**config.mk**
```make
export PLATFORM = sky130hd
export DESIGN_NAME = vga_fetch_arbiter_flat
export DESIGN_NICKNAME = d
export VERILOG_FILES = /design/src/rtl/vga_fetch_arbiter_if.sv /design/src/rtl/vga_fetch_arbiter.sv /design/src/flat_wrapper.sv
export SDC_FILE = /design/constraint.sdc
export NUM_CORES = 1
export LEC_CHECK = 0
export BUFFER_PORTS_ARGS = -buffer_cell sky130_fd_sc_hd__buf_2
export CORE_AREA = 2 2 107 109
export CTS_BUF_LIST = sky130_fd_sc_hd__clkbuf_8
export DETAILED_ROUTE_END_ITERATION = 8
export DIE_AREA = 0 0 109 111
export GPL_TIMING_DRIVEN = 0
export PLACE_DENSITY = 0.78
export SYNTH_ARGS = -nofsm -noshare
export SYNTH_HDL_FRONTEND = slang
export SYNTH_SLANG_ARGS = --single-unit
```
**constraint.sdc**
```tcl
create_clock -name clk -period 9.4 [get_ports clk]
set_clock_uncertainty 0.2 [all_clocks]
set_input_delay 1.88 -clock clk [delete_from_list [all_inputs] [get_ports clk]]
set_output_delay 1.88 -clock clk [all_outputs]
set_load 0.03 [all_outputs]
```
**src/rtl/vga_fetch_arbiter_if.sv**
```systemverilog
// Memory + CPU bus bundle for vga_fetch_arbiter.
// slave  : the arbiter side (drives memory strobes and CPU completion).
// master : the environment side (memory model and CPU requester).
interface vga_fetch_arbiter_if #(
  parameter int ADDR_W = 17,
  parameter int DATA_W = 32
);
  logic              mem_en;
  logic              mem_we;
  logic [ADDR_W-1:0] mem_addr;
  logic [DATA_W-1:0] mem_wdata;
  logic [DATA_W-1:0] mem_rdata;

  logic              cpu_req;
  logic              cpu_we;
  logic [ADDR_W-1:0] cpu_addr;
  logic [DATA_W-1:0] cpu_wdata;
  logic [DATA_W-1:0] cpu_rdata;
  logic              cpu_ack;

  modport slave (
    output mem_en, mem_we, mem_addr, mem_wdata,
    input  mem_rdata,
    input  cpu_req, cpu_we, cpu_addr, cpu_wdata,
    output cpu_rdata, cpu_ack
  );

  modport master (
    input  mem_en, mem_we, mem_addr, mem_wdata,
    output mem_rdata,
    output cpu_req, cpu_we, cpu_addr, cpu_wdata,
    input  cpu_rdata, cpu_ack
  );
endinterface

```
**src/rtl/vga_fetch_arbiter.sv**
```systemverilog
// vga_fetch_arbiter: shares a single-port display RAM (1-cycle read latency)
// between the VGA pixel fetch and a CPU load/store port. Fetch owns fixed
// slots one word ahead of the pixels; the CPU takes any other cycle.
// Fetched words are unpacked LSB-first, one pixel per clock; timer sync and
// bright are delayed one cycle to match.
// Optional: define VGA_ARB_BLANK_ONLY_EN to restrict CPU grants to cycles
// outside the visible fetch/display window (tear-free updates).
// WORD_PIX must be a power of two, at least 2.
module vga_fetch_arbiter #(
  parameter int PIX_W    = 8,
  parameter int WORD_PIX = 4,
  parameter int H_START  = 144,
  parameter int H_ACTIVE = 640,
  parameter int V_ACTIVE = 480,
  parameter int ADDR_W   = 17
) (
  input  logic               clk,
  input  logic               clear,
  input  logic [9:0]         hcount,
  input  logic [9:0]         vcount,
  input  logic               bright,
  input  logic               hsync,
  input  logic               vsync,
  output logic [PIX_W-1:0]   pix_data,
  output logic               pix_bright,
  output logic               pix_hsync,
  output logic               pix_vsync,
  vga_fetch_arbiter_if.slave bus
);
  localparam int DATA_W = PIX_W * WORD_PIX;
  localparam int WPL    = H_ACTIVE / WORD_PIX;
  localparam int SEL_W  = $clog2(WORD_PIX);

  // Window bounds in a common 16-bit width so comparisons stay width-clean.
  localparam logic [15:0] FS_LO = 16'(H_START - WORD_PIX);
  localparam logic [15:0] FS_HI = 16'(H_START + H_ACTIVE - 2*WORD_PIX);
  localparam logic [15:0] AC_LO = 16'(H_START);
  localparam logic [15:0] AC_HI = 16'(H_START + H_ACTIVE - 1);
  localparam logic [15:0] V_END = 16'(V_ACTIVE);

  typedef enum logic [1:0] {IDLE, WR_ACK, RD_WAIT, RD_ACK} state_t;

  state_t              state, state_nxt;
  logic [15:0]         hc, vc, hoff;
  logic [SEL_W-1:0]    pj;
  logic                vis_line, slot, active, cpu_ok;
  logic [ADDR_W-1:0]   fetch_addr;
  logic                fetch_tag;
  logic [DATA_W-1:0]   next_word, cur_word, cpu_rdata_q;

  logic                mem_en_c, mem_we_c, cpu_ack_c;
  logic [ADDR_W-1:0]   mem_addr_c;
  logic [DATA_W-1:0]   mem_wdata_c;

  assign hc       = 16'(hcount);
  assign vc       = 16'(vcount);
  assign vis_line = vc < V_END;
  assign hoff     = hc - FS_LO;
  // Slots sit one word ahead of the pixels they feed: H_START-WORD_PIX+WORD_PIX*k.
  assign slot     = vis_line && (hc >= FS_LO) && (hc <= FS_HI) && (hoff[SEL_W-1:0] == '0);
  assign active   = vis_line && (hc >= AC_LO) && (hc <= AC_HI);
  assign pj       = SEL_W'(hc - AC_LO);
  assign fetch_addr = ADDR_W'(vc) * ADDR_W'(WPL) + ADDR_W'(hoff >> SEL_W);

`ifdef VGA_ARB_BLANK_ONLY_EN
  assign cpu_ok = !vis_line || (hc < FS_LO) || (hc > AC_HI);
`else
  assign cpu_ok = 1'b1;
`endif

  // Memory port mux and CPU FSM next state; fetch slot always wins the port.
  always_comb begin
    state_nxt   = state;
    mem_en_c    = 1'b0;
    mem_we_c    = 1'b0;
    mem_addr_c  = '0;
    mem_wdata_c = '0;
    cpu_ack_c   = 1'b0;
    if (!clear && slot) begin
      mem_en_c   = 1'b1;
      mem_addr_c = fetch_addr;
    end
    unique case (state)
      IDLE: begin
        if (!clear && bus.cpu_req && !slot && cpu_ok) begin
          mem_en_c    = 1'b1;
          mem_we_c    = bus.cpu_we;
          mem_addr_c  = bus.cpu_addr;
          mem_wdata_c = bus.cpu_wdata;
          state_nxt   = bus.cpu_we ? WR_ACK : RD_WAIT;
        end
      end
      WR_ACK: begin
        cpu_ack_c = 1'b1;
        state_nxt = IDLE;
      end
      RD_WAIT: state_nxt = RD_ACK;
      RD_ACK: begin
        cpu_ack_c = 1'b1;
        state_nxt = IDLE;
      end
      default: state_nxt = IDLE;
    endcase
  end

  assign bus.mem_en    = mem_en_c;
  assign bus.mem_we    = mem_we_c;
  assign bus.mem_addr  = mem_addr_c;
  assign bus.mem_wdata = mem_wdata_c;
  assign bus.cpu_ack   = cpu_ack_c;
  assign bus.cpu_rdata = cpu_rdata_q;

  // CPU FSM state register; clear abandons any op in flight.
  always_ff @(posedge clk or posedge clear) begin
    if (clear) state <= IDLE;
    else       state <= state_nxt;
  end

  // Tag last cycle's op as fetch so its return data lands in next_word.
  always_ff @(posedge clk or posedge clear) begin
    if (clear) begin
      fetch_tag <= 1'b0;
      next_word <= '0;
    end else begin
      fetch_tag <= slot;
      if (fetch_tag) next_word <= bus.mem_rdata;
    end
  end

  // CPU read data is captured in the cycle after its grant.
  always_ff @(posedge clk or posedge clear) begin
    if (clear)                 cpu_rdata_q <= '0;
    else if (state == RD_WAIT) cpu_rdata_q <= bus.mem_rdata;
  end

  // Pixel unpack: lane 0 comes straight from next_word as it is latched.
  always_ff @(posedge clk or posedge clear) begin
    if (clear) begin
      pix_data   <= '0;
      cur_word   <= '0;
      pix_bright <= 1'b0;
      pix_hsync  <= 1'b0;
      pix_vsync  <= 1'b0;
    end else begin
      pix_bright <= bright;
      pix_hsync  <= hsync;
      pix_vsync  <= vsync;
      if (!active) begin
        pix_data <= '0;
      end else if (pj == '0) begin
        pix_data <= next_word[PIX_W-1:0];
        cur_word <= next_word;
      end else begin
        pix_data <= PIX_W'(cur_word >> (PIX_W * int'(pj)));
      end
    end
  end
endmodule

```
**src/flat_wrapper.sv**
```systemverilog
// flat-port wrapper written by rule: the top's interface ports become plain ports
module vga_fetch_arbiter_flat 
#(
  parameter int PIX_W    = 8,
  parameter int WORD_PIX = 4,
  parameter int H_START  = 144,
  parameter int H_ACTIVE = 640,
  parameter int V_ACTIVE = 480,
  parameter int ADDR_W   = 17
)
  (clk, clear, hcount, vcount, bright, hsync, vsync, pix_data, pix_bright, pix_hsync, pix_vsync, bus_mem_en, bus_mem_we, bus_mem_addr, bus_mem_wdata, bus_mem_rdata, bus_cpu_req, bus_cpu_we, bus_cpu_addr, bus_cpu_wdata, bus_cpu_rdata, bus_cpu_ack);
  vga_fetch_arbiter_if #(.ADDR_W(ADDR_W)) bus_i ();
  input  logic clk;
  input  logic clear;
  input  logic [9:0] hcount;
  input  logic [9:0] vcount;
  input  logic bright;
  input  logic hsync;
  input  logic vsync;
  output logic [PIX_W-1:0] pix_data;
  output logic pix_bright;
  output logic pix_hsync;
  output logic pix_vsync;
  output wire logic [$bits(bus_i.mem_en)-1:0] bus_mem_en;
  output wire logic [$bits(bus_i.mem_we)-1:0] bus_mem_we;
  output wire logic [$bits(bus_i.mem_addr)-1:0] bus_mem_addr;
  output wire logic [$bits(bus_i.mem_wdata)-1:0] bus_mem_wdata;
  input wire logic [$bits(bus_i.mem_rdata)-1:0] bus_mem_rdata;
  input wire logic [$bits(bus_i.cpu_req)-1:0] bus_cpu_req;
  input wire logic [$bits(bus_i.cpu_we)-1:0] bus_cpu_we;
  input wire logic [$bits(bus_i.cpu_addr)-1:0] bus_cpu_addr;
  input wire logic [$bits(bus_i.cpu_wdata)-1:0] bus_cpu_wdata;
  output wire logic [$bits(bus_i.cpu_rdata)-1:0] bus_cpu_rdata;
  output wire logic [$bits(bus_i.cpu_ack)-1:0] bus_cpu_ack;
  assign bus_mem_en = bus_i.mem_en;
  assign bus_mem_we = bus_i.mem_we;
  assign bus_mem_addr = bus_i.mem_addr;
  assign bus_mem_wdata = bus_i.mem_wdata;
  assign bus_i.mem_rdata = bus_mem_rdata;
  assign bus_i.cpu_req = bus_cpu_req;
  assign bus_i.cpu_we = bus_cpu_we;
  assign bus_i.cpu_addr = bus_cpu_addr;
  assign bus_i.cpu_wdata = bus_cpu_wdata;
  assign bus_cpu_rdata = bus_i.cpu_rdata;
  assign bus_cpu_ack = bus_i.cpu_ack;
  vga_fetch_arbiter #(.PIX_W(PIX_W), .WORD_PIX(WORD_PIX), .H_START(H_START), .H_ACTIVE(H_ACTIVE), .V_ACTIVE(V_ACTIVE), .ADDR_W(ADDR_W)) u_core (.clk(clk), .clear(clear), .hcount(hcount), .vcount(vcount), .bright(bright), .hsync(hsync), .vsync(vsync), .pix_data(pix_data), .pix_bright(pix_bright), .pix_hsync(pix_hsync), .pix_vsync(pix_vsync), .bus(bus_i));
endmodule
```
# --- Word level (Yosys, flattened, before mapping) ---
# Index checks and enable logic that the tools add are counted.
op_classes:
  add_sub_neg: 3
  multipliers: 1
  n_lt_le_gt_ge: 5
  n_eq_ne: 4
  shifts: 1
  muxes: 16
  n_reduce_logical: 15
ops:
  columns: ["op", "count"]
  rows:
  - ["$mux W32", 2]
  - ["$mux W17", 3]
  - ["$shr A32 B5 Y8", 1]
  - ["$ge A10 B8 Y1 const B", 2]
  - ["$le A10 B10 Y1 const B", 2]
  - ["$add A17 B14 Y17", 1]
  - ["$mux W8", 2]
  - ["$mul A10 B3 Y12 const B", 1]
  - ["$sub A10 B8 Y11 const B", 1]
  - ["$lt A10 B9 Y1 const B", 1]
  - ["$logic_and A1 B1 Y1", 8]
  - ["$logic_not A2 Y1", 3]
  - ["$mux W1", 6]
  - ["$pmux W2 S3", 1]
  - ["$eq A2 B2 Y1 const B", 2]
  - ["$mux W2", 2]
  - ["$eq A2 B1 Y1 const B", 1]
  - ["$logic_not A1 Y1", 2]
  - ["$ne A2 B1 Y1 const B", 1]
  - ["$reduce_and A2 Y1", 1]
  - ["$reduce_or A2 Y1", 1]
  - ["$sub A2 B1 Y2 const B", 1]
totals:
  regBits: 110
  wordCells: 54

# --- Logic depth before layout (Yosys ltp) ---
# Gate-level depths: netlist of the first run.
depth:
  ltp_word: 8
  depth_mapped: 13

# --- Worst setup path after synthesis of the first run ---
# OpenSTA, ideal clock, no wires.
synth_timing:
  path_kind: "input port to output port"
  start: "in clear"
  end: "out bus_mem_addr[10]"
  arrival_time_ps: 4942
  required_time_ps: 7320
  slack_ps: 2378
  cell_stages: 4
  path_cell_list: "inv_1 nand2_1 buf_2 o21ai_1"
synth_via:
  elab_chain_cells: 5
  word_cells_on_any_way: 7
synth_lines:
  columns: ["item", "line_no", "text"]
  rows:
  - ["from (decl)", "flat_wrapper.sv:14", "input logic clear;"]
  - ["$logic_not A1 Y1 *", "vga_fetch_arbiter.sv:79, vga_fetch_arbiter.sv:85", null]
  - ["$logic_and A1 B1 Y1, on equally long branches", "vga_fetch_arbiter.sv:79, vga_fetch_arbiter.sv:85", null]
  - ["$mux W17 / $logic_and A1 B1 Y1 (equally long branches)", "vga_fetch_arbiter.sv:79, vga_fetch_arbiter.sv:85", null]
  - ["$mux W17", "vga_fetch_arbiter.sv:85", "if (!clear && bus.cpu_req && !slot && cpu_ok) begin"]
  - ["$mux W17 *", "vga_fetch_arbiter.sv:83", "unique case (state)"]
  - ["to (decl)", "flat_wrapper.sv:26", "output wire logic [$bits(bus_i.mem_addr)-1:0] bus_mem_addr;"]
# Mark *: on every way between the ends. The rest lies on a longest branch, timed or not.

# --- Worst setup path after layout of the first run ---
layout_timing:
  start: "in vcount[1]"
  end: "out bus_mem_addr[16]"
layout_via:
  elab_chain_cells: 8
  word_cells_on_any_way: 12
layout_lines:
  columns: ["item", "line_no", "text"]
  rows:
  - ["from (decl)", "flat_wrapper.sv:16", "input logic [9:0] vcount;"]
  - ["branches (longest 7 deep; another with $add A17 B14 Y17)", null, null]
  - ["$mux W17 *", "vga_fetch_arbiter.sv:83", null]
# Mark *: on every way between the ends.

==> impl_metrics.toml, run 1 <==
[timing]
slew_viol_final = 0
fin_crit_ps = 7180
setup_violations = 0
relSlewSlack_pct = 46.4
hold_viol_final = 0
worst_slew_pin_slew_ps = 794
finalCritPeriodShare_pct = 76.4
rsz0062_at_grt = "no"
fmax_mhz = 139
hold-worst-slack_ps = 306
fin_tns_setup_ps = 0

[critical_path]
critical_path_arrival_ps = 5100
critPathMaxFanout = 5
required_ps = 7320
slowest_stage = "or4b_1"
crit_path_end_kind = "primary output"
cpMostUsedCell = "ha_1"
startpoint_type = "input port"
worst-path-buf-inv = 2
path_delay_family = "adder cells"
worstSetupPathType = "input port to primary output"
cp_slowest_stage_delay_ps = 460
path_cells = "buf_2 > ha_1 > ha_1 > fa_1 > ha_1 > nand3_1 > o211ai_1 > o311ai_1 > a21oi_1 > or4b_1 > a32o_1 > buf_2"

[logic_synthesis]
yosysMostFrequentCell = "dfrtp_1"
synthCells = 425
synthArstFlopShare_pct = 100
ys_top_cells_by_area = "dfrtp_1, mux2_2, ha_1, and2_1, mux4_2"
yosysWarnings = 0
post-synth-top-area-cell = "dfrtp_1"
synth_edf_count = 0
yosysSeqAreaShare_pct = 47.9
syn-num-nets = 562
netlist.area_leader.share_pct = 47.9
postSynthAreaPerCell_um2 = 12.5
synth_flop_cell = "dfrtp_1"
synth.distinct_cells = 45
ys_ff_latch = 102
synthTopCellsByCount = "dfrtp_1, mux2_2, and2_1"
synthesis.area_mm2 = 0.00533

[grt]
grt_pass1_vias = 4106
grt_antenna_before_repair = 0
grt_pass1_wl_um = 21000
grt_max_degree = 77
gr-total-overflow = 0
track_usage_pct = 22.7

[placed_design]
place_inst = 769
hpwl_um = 11000
portBuffers = 200
gp_congestion = 0.846

[hold_path]
min_path_type = "flop to flop"

[cts]
clk_pin_slew_ps = 90
cts_tree = "built"
postCtsHoldBufs = 0
clockRootBuffer = "clkbuf_8"
htreeDepth = 3
post_cts_resized = 0
clock_insertion_delay_worst_skew_ps = 370
numCtsBuffers = 9
post_cts_buffers = 0
cts_buffer_depth = 2
cts_sinks = 102

[die]
core.rowCount = 39
initial_core_util_pct = 48.1
core-area_mm2 = 0.0111
die_h_um = 111
die_w_um = 109
ios = 203
dieArea_mm2 = 0.0121

[routing]
drt_first_pass_iters = 4
ant_nets = 0
via_count = 4051
avgViaCountPerCell = 5.16
routedWlPerCell_um = 17.1
wl_um = 13400
wl_met2_um = 7190
first_iter_violations = 224
route.detailed.drc = 0
dr.max_layer_used = "met4"
met3_length_um = 824
wl_met1_um = 4970

[finish]
drive_gt1_share_pct = 50.9
fin_nets = 774
final_cell_count_no_fill = 785
fillCellCount = 898
syn_to_final_growth_pct = 26.0
n_antenna_cell = 0

[flow_run]
max_cap_viol_count = 0

[power_and_ir_drop]
worst_ir_drop_vdd_v = 0.000182
power_leakage_nw = 3.41
p_per_area_mw_per_mm2 = 247

[status]
status = "completed"
power by group:
part / switching [mW] / internal (mW) / leakage [nW] / total [mW]
Clock: 0.147 / 0.102 / 0.0934 / 0.249
Combinational: 0.421 / 0.307 / 2.09 / 0.727
Sequential: 0.0835 / 0.597 / 1.23 / 0.680
Total: 0.651 / 1.01 / 3.41 / 1.66
cells in the final DEF (no fill, tap or decap), drive strengths merged, types with 2 or more instances in the layout:
| cell type | count |
|---|---|
| a211oi | 2 |
| a21o | 4 |
| a21oi | 9 |
| a221oi | 3 |
| a22o | 4 |
| a32o | 3 |
| and2 | 36 |
| and3 | 9 |
| buf | 213 |
| clkbuf | 19 |
| clkinv | 4 |
| dfrtp | 102 |
| fa | 2 |
| ha | 27 |
| inv | 12 |
| mux2 | 88 |
| mux4 | 8 |
| nand2 | 17 |
| nand2b | 8 |
| nand3 | 3 |
| nor2 | 9 |
| o211ai | 3 |
| o21ai | 19 |
| o21bai | 2 |
| o31ai | 2 |
| or3 | 3 |
| xnor2 | 9 |
| xor2 | 10 |
area by class of cell:
type | count | area [um2] | area share, %
buffer | 21 | 98.8 | 1.47
clock buffer | 10 | 138 | 2.05
clock inverter | 6 | 38.8 | 0.577
inverter | 11 | 43.8 | 0.652
multi-input combinational | 291 | 2640 | 39.3
sequential | 102 | 2550 | 38.0
tap | 143 | 179 | 2.66
timing repair buffer | 201 | 1030 | 15.3
routing by layer:
metal	vias up	GRT usage, %
li1	1940	-
met2	148	41.9
met1	1939	24.7
met3	24	4.76
met5	-	0
met4	0	9.49
cell families after synthesis:
family,count (synthesis),synth area share [%]
XOR/XNOR,19,3.12
buffers and inverters,32,2.63
flip-flops,102,47.9
AND/OR/NAND/NOR,90,9.60
AO/OA/AOI/OAI,57,7.70
adder cells (fa/ha/maj),29,7.09
multiplexers,96,22.0
sequential cells by signal, summed over array words and instances, names as in the netlist:
name                  count
u_core.next_word         32
u_core.pix_bright         1
u_core.pix_hsync          1
u_core.pix_vsync          1
u_core.pix_data           8
u_core.fetch_tag          1
u_core.state              2
u_core.cur_word          24
u_core.bus.cpu_rdata     32
worst paths after layout:
path,depth (start not counted),startpoint,end,slack [ps]
max,12,vcount[1],bus_mem_addr[16],2220
max reg2reg,4,u_core.state[1],u_core.bus.cpu_rdata[4],7190
max in group asynchronous,3,clear,u_core.next_word[27],6990
min reg2reg,1,u_core.bus.cpu_rdata[29],u_core.bus.cpu_rdata[29],310
min,1,u_core.bus.cpu_rdata[29],u_core.bus.cpu_rdata[29],310
min in group asynchronous,2,clear,u_core.bus.cpu_rdata[7],1320
through the flow:
| stage | setup slack (ps) | total power, mW | util, % | area, um2 |
|---|---|---|---|---|
| final | 2220 | 1.66 | 60.6 | 6720 |
| after global routing | 2020 | 1.76 | 60.6 | 6720 |
| after CTS | 2220 | 1.67 | 60.6 | 6720 |
| after detailed placement | 2230 | 1.42 | 59.0 | 6540 |
| after global placement | 1570 | 1.39 | 58.8 | 6510 |
| after floorplan | 2380 | 1.20 | - | 5330 |
Note: power is estimated with default switching activity, not from simulation.
==> run 2, diff against run 1 <==
--- a/config.mk
+++ b/config.mk
@@ -5,13 +5,14 @@
 export SDC_FILE = /design/constraint.sdc
 export NUM_CORES = 1
 export LEC_CHECK = 0
+export ABC_AREA = 1
 export BUFFER_PORTS_ARGS = -buffer_cell sky130_fd_sc_hd__buf_2
-export CORE_AREA = 2 2 107 109
+export CORE_AREA = 2 2 113 115
 export CTS_BUF_LIST = sky130_fd_sc_hd__clkbuf_8
 export DETAILED_ROUTE_END_ITERATION = 8
-export DIE_AREA = 0 0 109 111
+export DIE_AREA = 0 0 115 117
 export GPL_TIMING_DRIVEN = 0
-export PLACE_DENSITY = 0.78
+export PLACE_DENSITY = 0.76
 export SYNTH_ARGS = -nofsm -noshare
 export SYNTH_HDL_FRONTEND = slang
 export SYNTH_SLANG_ARGS = --single-unit
==> constraint.sdc (replaced) <==
create_clock -name clk -period 6.85 [get_ports clk]
set_clock_uncertainty 0.2 [all_clocks]
set_input_delay 1.37 -clock clk [delete_from_list [all_inputs] [get_ports clk]]
set_output_delay 1.37 -clock clk [all_outputs]
set_load 0.03 [all_outputs]
==> run 2 against run 1 <==
Area after synthesis increased by 13%. Cell area rose by 11%. Synthesized cell count increased by 73%. Largest power group unchanged. Highest routed layer unchanged.
==> impl_metrics.toml, run 2 <==
[critical_path]
worstSetupPathType = "input port to primary output"
startpoint_type = "input port"
crit_path_end_kind = "primary output"
cp_slowest_stage_delay_ps = 410
r2r_setup_slack_ps = 4950
slowest_stage = "fa_1"
required_ps = 5280
critical_path_arrival_ps = 4300
r2r-start = "u_core.fetch_tag"
critPathMaxFanout = 4
crit_path_start = "vcount[1]"
path_cells = "buf_2 > ha_1 > ha_1 > fa_1 > nand2_1 > nand2_1 > and2_1 > xor2_1 > ha_1 > nand2_1 > nor2_1 > nand3_1 > nand3_1 > inv_1 > nor2_1 > nand3_1 > nand3_1 > nand2_1 > buf_2"

[cts]
clockRootBuffer = "clkbuf_8"
clk_pin_slew_ps = 100
post_cts_resized = 0
post_cts_buffers = 0
cts_tree = "built"
cts_buffer_depth = 2
postCtsHoldBufs = 0
clock_insertion_delay_worst_skew_ps = 370
cts_sinks = 110
htreeDepth = 3
numCtsBuffers = 9

[flow_run]
max_cap_viol_count = 0

[die]
ios = 203
core.rowCount = 41
die_w_um = 115
die_h_um = 117
core-area_mm2 = 0.0123
initial_core_util_pct = 48.8
dieArea_mm2 = 0.0135

[timing]
fin_tns_setup_ps = 0
worst_slew_pin_slew_ps = 635
fin_crit_ps = 5870
finalCritPeriodShare_pct = 85.7
hold_viol_final = 0
setup_violations = 0
slew_viol_final = 0
rsz0062_at_grt = "no"
relSlewSlack_pct = 57.6
fmax_mhz = 170

[logic_synthesis]
synth_flop_cell = "dfrtp_1"
synth_compound_area_share_pct = 12.9
postSynthAreaPerCell_um2 = 8.19
yosysSeqAreaShare_pct = 45.8
synth_edf_count = 0
synth_xor_area_share_pct = 1.75
synthTopCellsByCount = "nand2_1, inv_1, dfrtp_1"
netlist.area_leader.share_pct = 45.8
synthAdderAreaFrac_pct = 6.28
synth.distinct_cells = 39
synthArstFlopShare_pct = 100
ys_top_cells_by_area = "dfrtp_1, nand2_1, inv_1, o21ai_0, ha_1"
ys_ff_latch = 110
post-synth-top-area-cell = "dfrtp_1"
synth_top_family_by_area = "simple AND/OR/NAND/NOR gates"
syn-num-nets = 871
synthesis.area_mm2 = 0.00601
synthCells = 734
yosysMostFrequentCell = "nand2_1"
yosysWarnings = 0
muxShareOfSynthArea_pct = 3.75
synth_simple_gate_area_share_pct = 19.7

[finish]
syn_to_final_growth_pct = 24.3
final_cell_mix = "buf_2, nand2_1, inv_1"
multi_input_area_mm2 = 0.00267
utilization_pct = 60.7
fillCellCount = 1121
ff_latch_area_mm2 = 0.00275
drive_gt1_share_pct = 29.4
n_antenna_cell = 0
fin_nets = 1083
final_common_cell = "buf_2"

[grt]
grt_pass1_vias = 4943
use_met2_pct = 35.9
grt_max_degree = 62
gr-total-overflow = 0
grt_util_met1_pct = 30.7
busiest_layer = "met2"
met3_usage_pct = 3.19
track_usage_pct = 21.9
grt_antenna_before_repair = 0
grt_pass1_wl_um = 23300

[status]
status = "completed"

[routing]
ant_nets = 0
wl_um = 14400
avgViaCountPerCell = 4.86
route.detailed.drc = 0
drt_first_pass_iters = 5
routedWlPerCell_um = 13.1
via_count = 5351
first_iter_violations = 369

[placed_design]
gp_congestion = 0.882
hpwl_um = 11400
portBuffers = 200

[hold_path]
min_path_type = "flop to flop"
min_from = "u_core.bus.cpu_rdata[16]"

[power_and_ir_drop]
p_per_area_mw_per_mm2 = 316
power_leakage_nw = 4.23
worst_ir_drop_vdd_v = 0.000249
-- run 2: changes by cell type after synthesis, moves of 8 or more --
cell | previous run | this run
and3_1 | 9 | 0
nand3_1 | 3 | 23
mux4_2 | 8 | 0
o21ai_2 | 1 | 11
nand2_1 | 17 | 169
o21ai_0 | 7 | 73
and2_1 | 36 | 1
inv_1 | 10 | 111
mux2_2 | 88 | 20
nor2_1 | 9 | 71
a21oi_1 | 9 | 35
nand2b_1 | 8 | 0
dfrtp_1 | 102 | 110
-- run 2: layout make-up --
type | count | share of cell area, %
timing repair buffer | 201 | 13.8
multi-input combinational | 480 | 35.7
buffer | 28 | 1.99
inverter | 116 | 5.96
clock inverter | 4 | 1.02
tap | 150 | 2.51
clock buffer | 12 | 2.21
sequential | 110 | 36.8
-- run 2: cell families after synthesis --
family,after synthesis
AO/OA/AOI/OAI,138
multiplexers,20
AND/OR/NAND/NOR,281
flip-flops,110
adder cells (fa/ha/maj),29
buffers and inverters,144
XOR/XNOR,12
-- run 2: routing by layer --
layer / share of wire [%] / vias to the layer above
li1: - / 2723
met1: 47 / 2475
met2: 47 / 134
met3: 4.5 / 19
met4: 1.5 / 0
met5: 0 / -
-- run 2: worst paths after layout --
path                                            end  cells after the start
max                                bus_mem_addr[16]                     19
min                        u_core.bus.cpu_rdata[16]                      2
max reg2reg                    u_core.next_word[18]                      4
min reg2reg                u_core.bus.cpu_rdata[16]                      2
max in group asynchronous        u_core.pix_data[3]                      3
min in group asynchronous          u_core.fetch_tag                      2
-- run 2: through the flow --
step                      total power, mW  hold slack [ps]  setup slack [ps]  std cells  cell area [um2]
after floorplan                      1.63              243              1370        734             6010
after global placement               1.90              263               627       1084             7200
after detailed placement             1.93              271               979       1085             7230
after CTS                            2.38              292               967       1101             7470
after global routing                 2.51              313               771       1101             7470
final                                2.36              290               978       1101             7470
-- run 2: where the power goes --
group	switching (mW)	total (mW)	leakage (nW)	internal [mW]
combinational	0.647	0.972	2.80	0.326
sequential	0.0923	0.938	1.32	0.846
clock	0.211	0.448	0.119	0.237
-- run 2: worst max-delay path, delay by kind of cell --
family | cells | cell delay, ps
xor gates and xnor gates | 1 | 160
adders and majority gates | 4 | 1310
and+or+nand+nor | 11 | 1100
buffers and inverters | 3 | 360
==> run 3, diff against run 2 <==
--- a/config.mk
+++ b/config.mk
@@ -6,13 +6,13 @@
 export NUM_CORES = 1
 export LEC_CHECK = 0
 export ABC_AREA = 1
-export BUFFER_PORTS_ARGS = -buffer_cell sky130_fd_sc_hd__buf_2
 export CORE_AREA = 2 2 113 115
 export CTS_BUF_LIST = sky130_fd_sc_hd__clkbuf_8
 export DETAILED_ROUTE_END_ITERATION = 8
 export DIE_AREA = 0 0 115 117
+export DONT_BUFFER_PORTS = 1
 export GPL_TIMING_DRIVEN = 0
-export PLACE_DENSITY = 0.76
+export PLACE_DENSITY = 0.63
 export SYNTH_ARGS = -nofsm -noshare
 export SYNTH_HDL_FRONTEND = slang
 export SYNTH_SLANG_ARGS = --single-unit
==> run 3 against run 2 <==
Sequential cell count did not move. Sequential power up 24%. Worst setup slack improved by 120 ps. Core utilization shrank 8.5 points. Cell area is 14% lower. Total power down 9.6%. Register-to-register slack got worse by 90 ps. First-iteration DRC count fell by 20%. Die area is the same. Maximum frequency is 2.1% higher. Sequential share of layout area increased by 6.0 points. Via count shrank 11%.
==> impl_metrics.toml, run 3 (synthesized netlist as in run 2, its figures left out) <==
[grt]
grt_pass1_vias = 4599
grt_antenna_before_repair = 0
gr-total-overflow = 0
grt_pass1_wl_um = 22700
grt_max_degree = 63
track_usage_pct = 21.3

[critical_path]
cp_slowest_stage_delay_ps = 410
required_ps = 5280
path_cells = "ha_1 > ha_1 > fa_1 > nand2_1 > nand2_1 > and2_1 > xor2_1 > ha_1 > nand2_1 > nor2_1 > nand3_1 > nand3_1 > inv_1 > nor2_1 > nand3_1 > nand3_1 > nand2_1"
critical_path_arrival_ps = 4180
critPathMaxFanout = 4
worst-path-buf-inv = 1
path_delay_family = "simple AND/OR/NAND/NOR gates"
crit_path_end_kind = "primary output"
startpoint_type = "input port"
worstSetupPathType = "input port to primary output"
slowest_stage = "fa_1"

[finish]
n_antenna_cell = 0
drive_gt1_share_pct = 10.7
final_cell_count_no_fill = 901
utilization_pct = 52.2
final_common_cell = "nand2_1"
fillCellCount = 1167
syn_to_final_growth_pct = 6.80
fin_nets = 883
post-route-cell-area_mm2 = 0.00642
final_cell_mix = "nand2_1, inv_1, dfrtp_1"

[cts]
cts_tree = "built"
cts_sinks = 110
clk_pin_slew_ps = 90
cts_buffer_depth = 2
clockRootBuffer = "clkbuf_8"
numCtsBuffers = 9
clock_insertion_delay_worst_skew_ps = 370
post_cts_buffers = 0
postCtsHoldBufs = 0
post_cts_resized = 0
htreeDepth = 3

[power_and_ir_drop]
finalPower_mw = 2.13
p_per_area_mw_per_mm2 = 332
worst_ir_drop_vdd_v = 0.000269
power_leakage_nw = 3.33

[routing]
avgViaCountPerCell = 5.26
drt_first_pass_iters = 5
first_iter_violations = 294
dr.max_layer_used = "met4"
route.detailed.drc = 0
via_count = 4737
wl_um = 14200
ant_nets = 0
wl_met1_um = 6840
routedWlPerCell_um = 15.7
wl_met2_um = 6180
met3_length_um = 970

[hold_path]
min_path_type = "flop to flop"

[die]
die_h_um = 117
initial_core_util_pct = 48.8
core.rowCount = 41
core-area_mm2 = 0.0123
die_w_um = 115
ios = 203
dieArea_mm2 = 0.0135

[timing]
hold_viol_final = 0
finalCritPeriodShare_pct = 83.9
fin_crit_ps = 5750
hold-worst-slack_ps = 295
worst_slew_pin_slew_ps = 713
slew_viol_final = 0
setup_violations = 0
fmax_mhz = 174
finalWorstSetupSlack_ps = 1100
relSlewSlack_pct = 52.1
fin_tns_setup_ps = 0
rsz0062_at_grt = "no"

[placed_design]
place_inst = 885
hpwl_um = 11200
pre_cts_slack_ps = 1100
post_dp_cell_area_mm2 = 0.00623
portBuffers = 0
gp_congestion = 0.927

[status]
status = "completed"

[flow_run]
max_cap_viol_count = 0
run 3: worst reg2reg max path: cells and delay by family, from the launching register on:
kind	cells	cell delay, ps
AO/OA/AOI/OAI	1	140
flip-flops	1	330
buffers and inverters	3	1200
run 3: metal layers:
| metal | GRT usage [%] | up-vias |
|---|---|---|
| met3 | 5.15 | 15 |
| met1 | 31.1 | 2231 |
| met4 | 4.58 | 0 |
| li1 | - | 2322 |
| met2 | 32.5 | 169 |
| met5 | 0 | - |
run 3: cell type report:
| type | count | area (um2) | area share, % |
|---|---|---|---|
| Sequential cell | 110 | 2750 | 42.9 |
| Multi-Input combinational cell | 480 | 2670 | 41.6 |
| Inverter | 116 | 445 | 6.94 |
| Tap cell | 150 | 188 | 2.92 |
| Buffer | 28 | 149 | 2.32 |
| Clock buffer | 10 | 138 | 2.14 |
| Clock inverter | 6 | 53.8 | 0.838 |
| Timing Repair Buffer | 1 | 27.5 | 0.429 |
run 3: final timing paths:
kind	startpoint	to	slack [ps]	cells past startpoint
min reg2reg	u_core.cur_word[22]	u_core.cur_word[22]	290	2
max in group asynchronous	clear	u_core.next_word[16]	4990	2
min in group asynchronous	clear	u_core.bus.cpu_rdata[11]	750	1
min	u_core.cur_word[22]	u_core.cur_word[22]	290	2
max	vcount[1]	bus_mem_addr[16]	1100	17
max reg2reg	u_core.fetch_tag	u_core.next_word[22]	4860	4
run 3: report_power, final:
group	switching, mW	total, mW	leakage, nW	internal [mW]
clock	0.226	0.374	0.0950	0.148
sequential	0.315	1.16	1.32	0.844
combinational	0.384	0.599	1.92	0.215
total	0.926	2.13	3.33	1.21
